$ cat src/rtl/sa_feeder.sv
// sa_feeder: reads weight rows then input rows from a row-wide memory and
// presents them to an N x N systolic array.
//   - PRELOAD: N weight rows at weight_base+k, shown unskewed with
//     sa_state=PRELOAD one cycle after each request.
//   - STREAM : M input rows at input_base+r. With skew enabled, lane j of a row
//     appears j cycles after lane 0 (diagonal wavefront), followed by an N-1
//     cycle DRAIN that issues no requests.
// Build option: define SA_FEEDER_SKEW_EN to build the diagonal skew registers
// and the DRAIN phase. Left undefined, all lanes of a stream row are
// presented together and DRAIN is never entered.
// Ports:
//   clk, rst_n                         clock, async active-low reset
//   start, weight_base, input_base,    job launch, sampled only when idle
//   m_len
//   mem_req, mem_addr, mem_rdata       row read port, data 1 cycle after req
//   sa_state, sa_valid, sa_lane_vld,   array feed: phase, any-live, lane mask,
//   sa_data                            lane j at [j*DATA_W +: DATA_W]
//   busy, done                         job in flight / completion pulse
//
// state      | meaning
// -----------+----------------------------------------------------------
// SA_IDLE    | no requests; may still hold the tail of the last job's lanes
// SA_PRELOAD | issuing the N weight-row reads
// SA_STREAM  | issuing the M input-row reads
// SA_DRAIN   | skew flush, N-1 cycles with no reads (skew builds only)

package sa_pkg;
    typedef enum logic [1:0] {
        SA_IDLE    = 2'd0,
        SA_PRELOAD = 2'd1,
        SA_STREAM  = 2'd2,
        SA_DRAIN   = 2'd3
    } sa_state_e;
endpackage

module sa_feeder
    import sa_pkg::*;
#(
    parameter int N      = 4,
    parameter int DATA_W = 8,
    parameter int ADDR_W = 10,
    parameter int M_W    = 8
) (
    input  logic                clk,
    input  logic                rst_n,
    input  logic                start,
    input  logic [ADDR_W-1:0]   weight_base,
    input  logic [ADDR_W-1:0]   input_base,
    input  logic [M_W-1:0]      m_len,
    output logic                mem_req,
    output logic [ADDR_W-1:0]   mem_addr,
    input  logic [N*DATA_W-1:0] mem_rdata,
    output sa_state_e           sa_state,
    output logic                sa_valid,
    output logic [N-1:0]        sa_lane_vld,
    output logic [N*DATA_W-1:0] sa_data,
    output logic                busy,
    output logic                done
);

    localparam int NB = $clog2(N + 1);
    localparam int CW = (M_W > NB) ? M_W : NB;

    sa_state_e                r_state, w_state_nxt;
    logic [CW-1:0]            r_cnt, w_cnt_nxt;
    logic [ADDR_W-1:0]        r_addr, w_addr_nxt;
    logic [ADDR_W-1:0]        r_in_base, w_in_base_nxt;
    logic [M_W-1:0]           r_mlen, w_mlen_nxt;
    logic                     r_rd_vld;
    logic                     r_rd_pre;
    logic                     r_busy_d;
    logic                     w_busy;
    logic                     w_pre_vld;
    logic                     w_str_vld;
    logic [N-1:0][DATA_W-1:0] w_lane_d;
    logic [N-1:0]             w_lane_v;

    always_ff @(posedge clk or negedge rst_n) begin
        if (!rst_n) begin
            r_state   <= SA_IDLE;
            r_cnt     <= '0;
            r_addr    <= '0;
            r_in_base <= '0;
            r_mlen    <= '0;
            r_rd_vld  <= 1'b0;
            r_rd_pre  <= 1'b0;
            r_busy_d  <= 1'b0;
        end else begin
            r_state   <= w_state_nxt;
            r_cnt     <= w_cnt_nxt;
            r_addr    <= w_addr_nxt;
            r_in_base <= w_in_base_nxt;
            r_mlen    <= w_mlen_nxt;
            r_rd_vld  <= mem_req;
            r_rd_pre  <= (r_state == SA_PRELOAD);
            r_busy_d  <= w_busy;
        end
    end

    // r_cnt is a down-counter of requests (or drain cycles) still to go after
    // the current one; reaching zero marks the last cycle of the phase.
    always_comb begin
        w_state_nxt   = r_state;
        w_cnt_nxt     = r_cnt;
        w_addr_nxt    = r_addr;
        w_in_base_nxt = r_in_base;
        w_mlen_nxt    = r_mlen;
        mem_req       = 1'b0;
        mem_addr      = '0;
        case (r_state)
            SA_IDLE: begin
                // Lanes of the previous job may still be draining while the
                // FSM is idle; a start is taken only once they are gone.
                if (start && !w_busy) begin
                    w_state_nxt   = SA_PRELOAD;
                    w_cnt_nxt     = CW'(N - 1);
                    w_addr_nxt    = weight_base;
                    w_in_base_nxt = input_base;
                    w_mlen_nxt    = m_len;
                end
            end
            SA_PRELOAD: begin
                mem_req  = 1'b1;
                mem_addr = r_addr;
                if (r_cnt == '0) begin
                    if (r_mlen == '0) begin
                        w_state_nxt = SA_IDLE;
                    end else begin
                        w_state_nxt = SA_STREAM;
                        w_addr_nxt  = r_in_base;
                        w_cnt_nxt   = CW'(r_mlen - M_W'(1));
                    end
                end else begin
                    w_cnt_nxt  = r_cnt - CW'(1);
                    w_addr_nxt = r_addr + ADDR_W'(1);
                end
            end
            SA_STREAM: begin
                mem_req  = 1'b1;
                mem_addr = r_addr;
                if (r_cnt == '0) begin
`ifdef SA_FEEDER_SKEW_EN
                    if (N > 1) begin
                        w_state_nxt = SA_DRAIN;
                        w_cnt_nxt   = CW'(N - 2);
                    end else begin
                        w_state_nxt = SA_IDLE;
                    end
`else
                    w_state_nxt = SA_IDLE;
`endif
                end else begin
                    w_cnt_nxt  = r_cnt - CW'(1);
                    w_addr_nxt = r_addr + ADDR_W'(1);
                end
            end
            SA_DRAIN: begin
                if (r_cnt == '0) begin
                    w_state_nxt = SA_IDLE;
                end else begin
                    w_cnt_nxt = r_cnt - CW'(1);
                end
            end
            default: w_state_nxt = SA_IDLE;
        endcase
    end

    // Row data arrives the cycle after its request, so lane 0 (and every
    // lane of a weight row) is passed straight through from mem_rdata.
    assign w_pre_vld   = r_rd_vld & r_rd_pre;
    assign w_str_vld   = r_rd_vld & ~r_rd_pre;
    assign w_lane_d[0] = mem_rdata[0 +: DATA_W];
    assign w_lane_v[0] = w_str_vld;

`ifdef SA_FEEDER_SKEW_EN
    // Lane j of a stream row is delayed by a j-deep register chain.
    for (genvar j = 1; j < N; j++) begin : g_skew
        logic [j-1:0][DATA_W-1:0] r_d;
        logic [j-1:0]             r_v;

        always_ff @(posedge clk or negedge rst_n) begin
            if (!rst_n) begin
                r_d <= '0;
                r_v <= '0;
            end else begin
                r_d[0] <= mem_rdata[j*DATA_W +: DATA_W];
                r_v[0] <= w_str_vld;
                for (int s = 1; s < j; s++) begin
                    r_d[s] <= r_d[s-1];
                    r_v[s] <= r_v[s-1];
                end
            end
        end

        assign w_lane_d[j] = r_d[j-1];
        assign w_lane_v[j] = r_v[j-1];
    end
`else
    for (genvar j = 1; j < N; j++) begin : g_align
        assign w_lane_d[j] = mem_rdata[j*DATA_W +: DATA_W];
        assign w_lane_v[j] = w_str_vld;
    end
`endif

    always_comb begin
        sa_data     = '0;
        sa_lane_vld = '0;
        for (int j = 0; j < N; j++) begin
            if (w_pre_vld) begin
                sa_lane_vld[j]               = 1'b1;
                sa_data[j*DATA_W +: DATA_W] = mem_rdata[j*DATA_W +: DATA_W];
            end else if (w_lane_v[j]) begin
                sa_lane_vld[j]               = 1'b1;
                sa_data[j*DATA_W +: DATA_W] = w_lane_d[j];
            end
        end
    end

    // sa_state describes the data currently on sa_data, so the drain tail
    // reports STREAM and cycles with no live lane report IDLE.
    always_comb begin
        if (w_pre_vld)      sa_state = SA_PRELOAD;
        else if (|w_lane_v) sa_state = SA_STREAM;
        else                sa_state = SA_IDLE;
    end

    assign sa_valid = |sa_lane_vld;
    assign w_busy   = (r_state != SA_IDLE) | sa_valid;
    assign busy     = w_busy;
    // done marks the first cycle after the job's last live lane has gone.
    assign done     = r_busy_d & ~w_busy;

endmodule

$ cat config.mk
export PLATFORM = sky130hd
export DESIGN_NAME = sa_feeder
export DESIGN_NICKNAME = d
export VERILOG_FILES = /design/src/rtl/sa_feeder.sv
export SDC_FILE = /design/constraint.sdc
export NUM_CORES = 1
export LEC_CHECK = 0
export ABC_AREA = 1
export CAP_MARGIN = 20
export CORE_ASPECT_RATIO = 2
export CORE_UTILIZATION = 30
export DETAILED_ROUTE_END_ITERATION = 10
export GPL_TIMING_DRIVEN = 0
export SLEW_MARGIN = 20
export SYNTH_ARGS = -nofsm -noshare
export SYNTH_HDL_FRONTEND = slang
export SYNTH_SLANG_ARGS = --single-unit
$ cat constraint.sdc
create_clock -name clk -period 4.9 [get_ports clk]
set_clock_uncertainty 0.2 [all_clocks]
set_input_delay 0.98 -clock clk [delete_from_list [all_inputs] [get_ports clk]]
set_output_delay 0.98 -clock clk [all_outputs]
set_load 0.005 [all_outputs]
==> impl_metrics.env <==
export IMPL_gp_congestion=0.890
export IMPL_synthAdderAreaFrac_pct=3.66
export IMPL_synth_area_per_cell_um2=6.57
export IMPL_root_buffer="clkbuf_16"
export IMPL_post_cts_setup_buffer_count=0
export IMPL_post_route_min_period_ps=3800
export IMPL_cts_max_path_buffers=2
export IMPL_diodes=0
export IMPL_dp_hpwl_mm=7.01
export IMPL_yosys_warnings=0
export IMPL_reg2regPathDepth=12
export IMPL_syn_nets=540
export IMPL_synth_compound_area_share_pct=4.48
export IMPL_final_cells=726
export IMPL_rsz0062_at_grt="false"
export IMPL_hold_slack_ps=279
export IMPL_cts_resized=0
export IMPL_grt_max_degree=28
export IMPL_yosysSeqAreaShare_pct=33.4
export IMPL_layout_commonest_cell="nand2_1"
export IMPL_setup_violations=0
export IMPL_grt_antenna_before_repair=0
export IMPL_holdPathStages=2
export IMPL_setup_worst_path_class="reg -> out"
export IMPL_ant_nets=0
export IMPL_start_kind="register"
export IMPL_drv_cap=0
export IMPL_wl_mm=8.48
export IMPL_grt_total_usage_pct=16.7
export IMPL_cts_tree="done"
export IMPL_h_tree_depth=2
export IMPL_synthTopCellsByArea="dfrtp_1, nand2_1, inv_1"
export IMPL_worstMarginPinSlew_ps=448
export IMPL_fp_coreArea_um2=10000
export IMPL_min_path_type="reg -> reg"
export IMPL_route_detailed_drc=0
export IMPL_syn_area_um2=3080
export IMPL_die_x_um=73.6
export IMPL_grt_pass1_vias=3042
export IMPL_initial_utilization_pct=30.7
export IMPL_num_rows=52
export IMPL_yosys_area_top_type_share_pct=33.4
export IMPL_cts_hold_buffers=0
export IMPL_via_per_inst=4.39
export IMPL_final_util_pct=45.3
export IMPL_yosysUniqueCellTypes=34
export IMPL_grt_pass1_wl_mm=13.8
export IMPL_critPathRequiredTime_ps=3720
export IMPL_netlist_instances=468
export IMPL_fillerInstances=1053
export IMPL_ys_ff_latch=41
export IMPL_crit_arrival_ps=2620
export IMPL_vias=3188
export IMPL_slew_violations=0
export IMPL_clock_sinks=41
export IMPL_powerDensity_nw_per_um2=168
export IMPL_numCtsBuffers=5
export IMPL_first_iter_violations=74
export IMPL_end_kind="output pin"
export IMPL_final_cell_mix="nand2_1, clkdlybuf4s50_1, inv_1, dfrtp_1, nand3_1"
export IMPL_path_clk_slew_ps=60
export IMPL_yosys_area_top_type="dfrtp_1"
export IMPL_outcome="finished, final reports clean"
export IMPL_synth_mux_area_share_pct=0
export IMPL_wl_per_cell_um=11.7
export IMPL_die_h_um=145
export IMPL_areaGrowthSynthToFinish_pct=47.7
export IMPL_first_pass_iters=4
export IMPL_placed_cells=718
export IMPL_drive_gt1_share_pct=12.0
export IMPL_synthSimpleGateAreaFrac_pct=41.9
export IMPL_p_leak_nw=2.40
export IMPL_fin_crit_sh_pct=77.6
export IMPL_overflow=0
export IMPL_dieArea_um2=10700
export IMPL_vdd_drop_max_v=0.000182
export IMPL_timing_fmax_ghz=0.263
export IMPL_io_buffers=114
export IMPL_crit_path_max_fanout=10
export IMPL_insertion_delay_ps=290
export IMPL_hold_viol_final=0
export IMPL_io_pins=115
export IMPL_finalSetupTns_ps=0
export IMPL_synth_xor_area_share_pct=2.85
export IMPL_synth_top_family_by_area="simple AND/OR/NAND/NOR gates"
export IMPL_maxSlewHeadroom_pct=70.1
export IMPL_nets=662
[metal layers]
| metal | routed length (µm) | GRT usage, % |
|---|---|---|
| met1 | 2980 | 15.8 |
| met2 | 4880 | 33.0 |
| met3 | 376 | 1.88 |
| met4 | 251 | 8.08 |
| met5 | 0 | 0 |
[sequential cells by signal (all words and copies together) (netlist names)]
signal,cells
r_addr,10
r_in_base,10
r_cnt,8
r_mlen,8
r_state,2
r_busy_d,1
r_rd_pre,1
r_rd_vld,1
[worst paths after layout]
kind	startpoint	slack, ps	to
max	r_state[1]	1100	mem_addr[6]
min	r_in_base[4]	280	r_in_base[4]
max reg2reg	r_cnt[0]	2840	r_addr[3]
min reg2reg	r_in_base[4]	280	r_in_base[4]
max in group asynchronous	rst_n	3620	r_cnt[6]
min in group asynchronous	rst_n	400	r_addr[6]
[power breakdown]
part / leakage, nW / internal (mW) / total [mW] / switching [mW]
registers: 0.465 / 0.338 / 0.338 / 0
logic: 1.86 / 0.0706 / 0.0969 / 0.0263
clock network: 0.0696 / 0.187 / 0.327 / 0.140
total: 2.40 / 0.596 / 0.762 / 0.166
[layout make-up]
cell class                      instances  area (µm²)  area share [%]
Multi-Input combinational cell        324        1630            35.8
Timing Repair Buffer                  115        1160            25.4
Sequential cell                        41        1030            22.6
Inverter                               87         334            7.35
Tap cell                              135         169            3.72
Clock buffer                            5         125            2.75
Buffer                                 16        88.8            1.96
Clock inverter                          3        17.5           0.386
[cells by family after synthesis]
logic type / after synthesis
compound gates: 23
xor+xnor: 10
fa+ha+maj: 9
buf+inv: 103
flops: 41
simple gates: 282
[worst max-delay path, cell delays in order, from the launching register on]
cell	delay, ps
dfrtp_1	400
inv_1	110
ha_1	390
clkbuf_1	390
clkbuf_1	380
nand2_1	110
inv_1	70
clkdlybuf4s50_1	490
[synthesized netlist by cell type, drive strengths merged]
cell	number
xnor2	2
and2	2
o21bai	2
buf	9
clkbuf	7
or2	10
xor2	8
dfrtp	41
o211ai	1
nand4	1
nor3	2
o22ai	1
inv	86
nand3	39
o21ai	18
ha	9
clkinv	1
nor2	28
a21boi	1
nand2	200
[through the flow]
| stage | setup slack, ps | power [mW] | area (µm²) |
|---|---|---|---|
| after CTS | 1040 | 0.772 | 4540 |
| after detailed placement | 1350 | 0.443 | 4400 |
| after floorplan | 2230 | 0.358 | 3080 |
| after global routing | 894 | 0.792 | 4540 |
| after global placement | 1370 | 0.441 | 4390 |
| final | 1100 | 0.762 | 4540 |
Power figures use the tool's default switching activity.
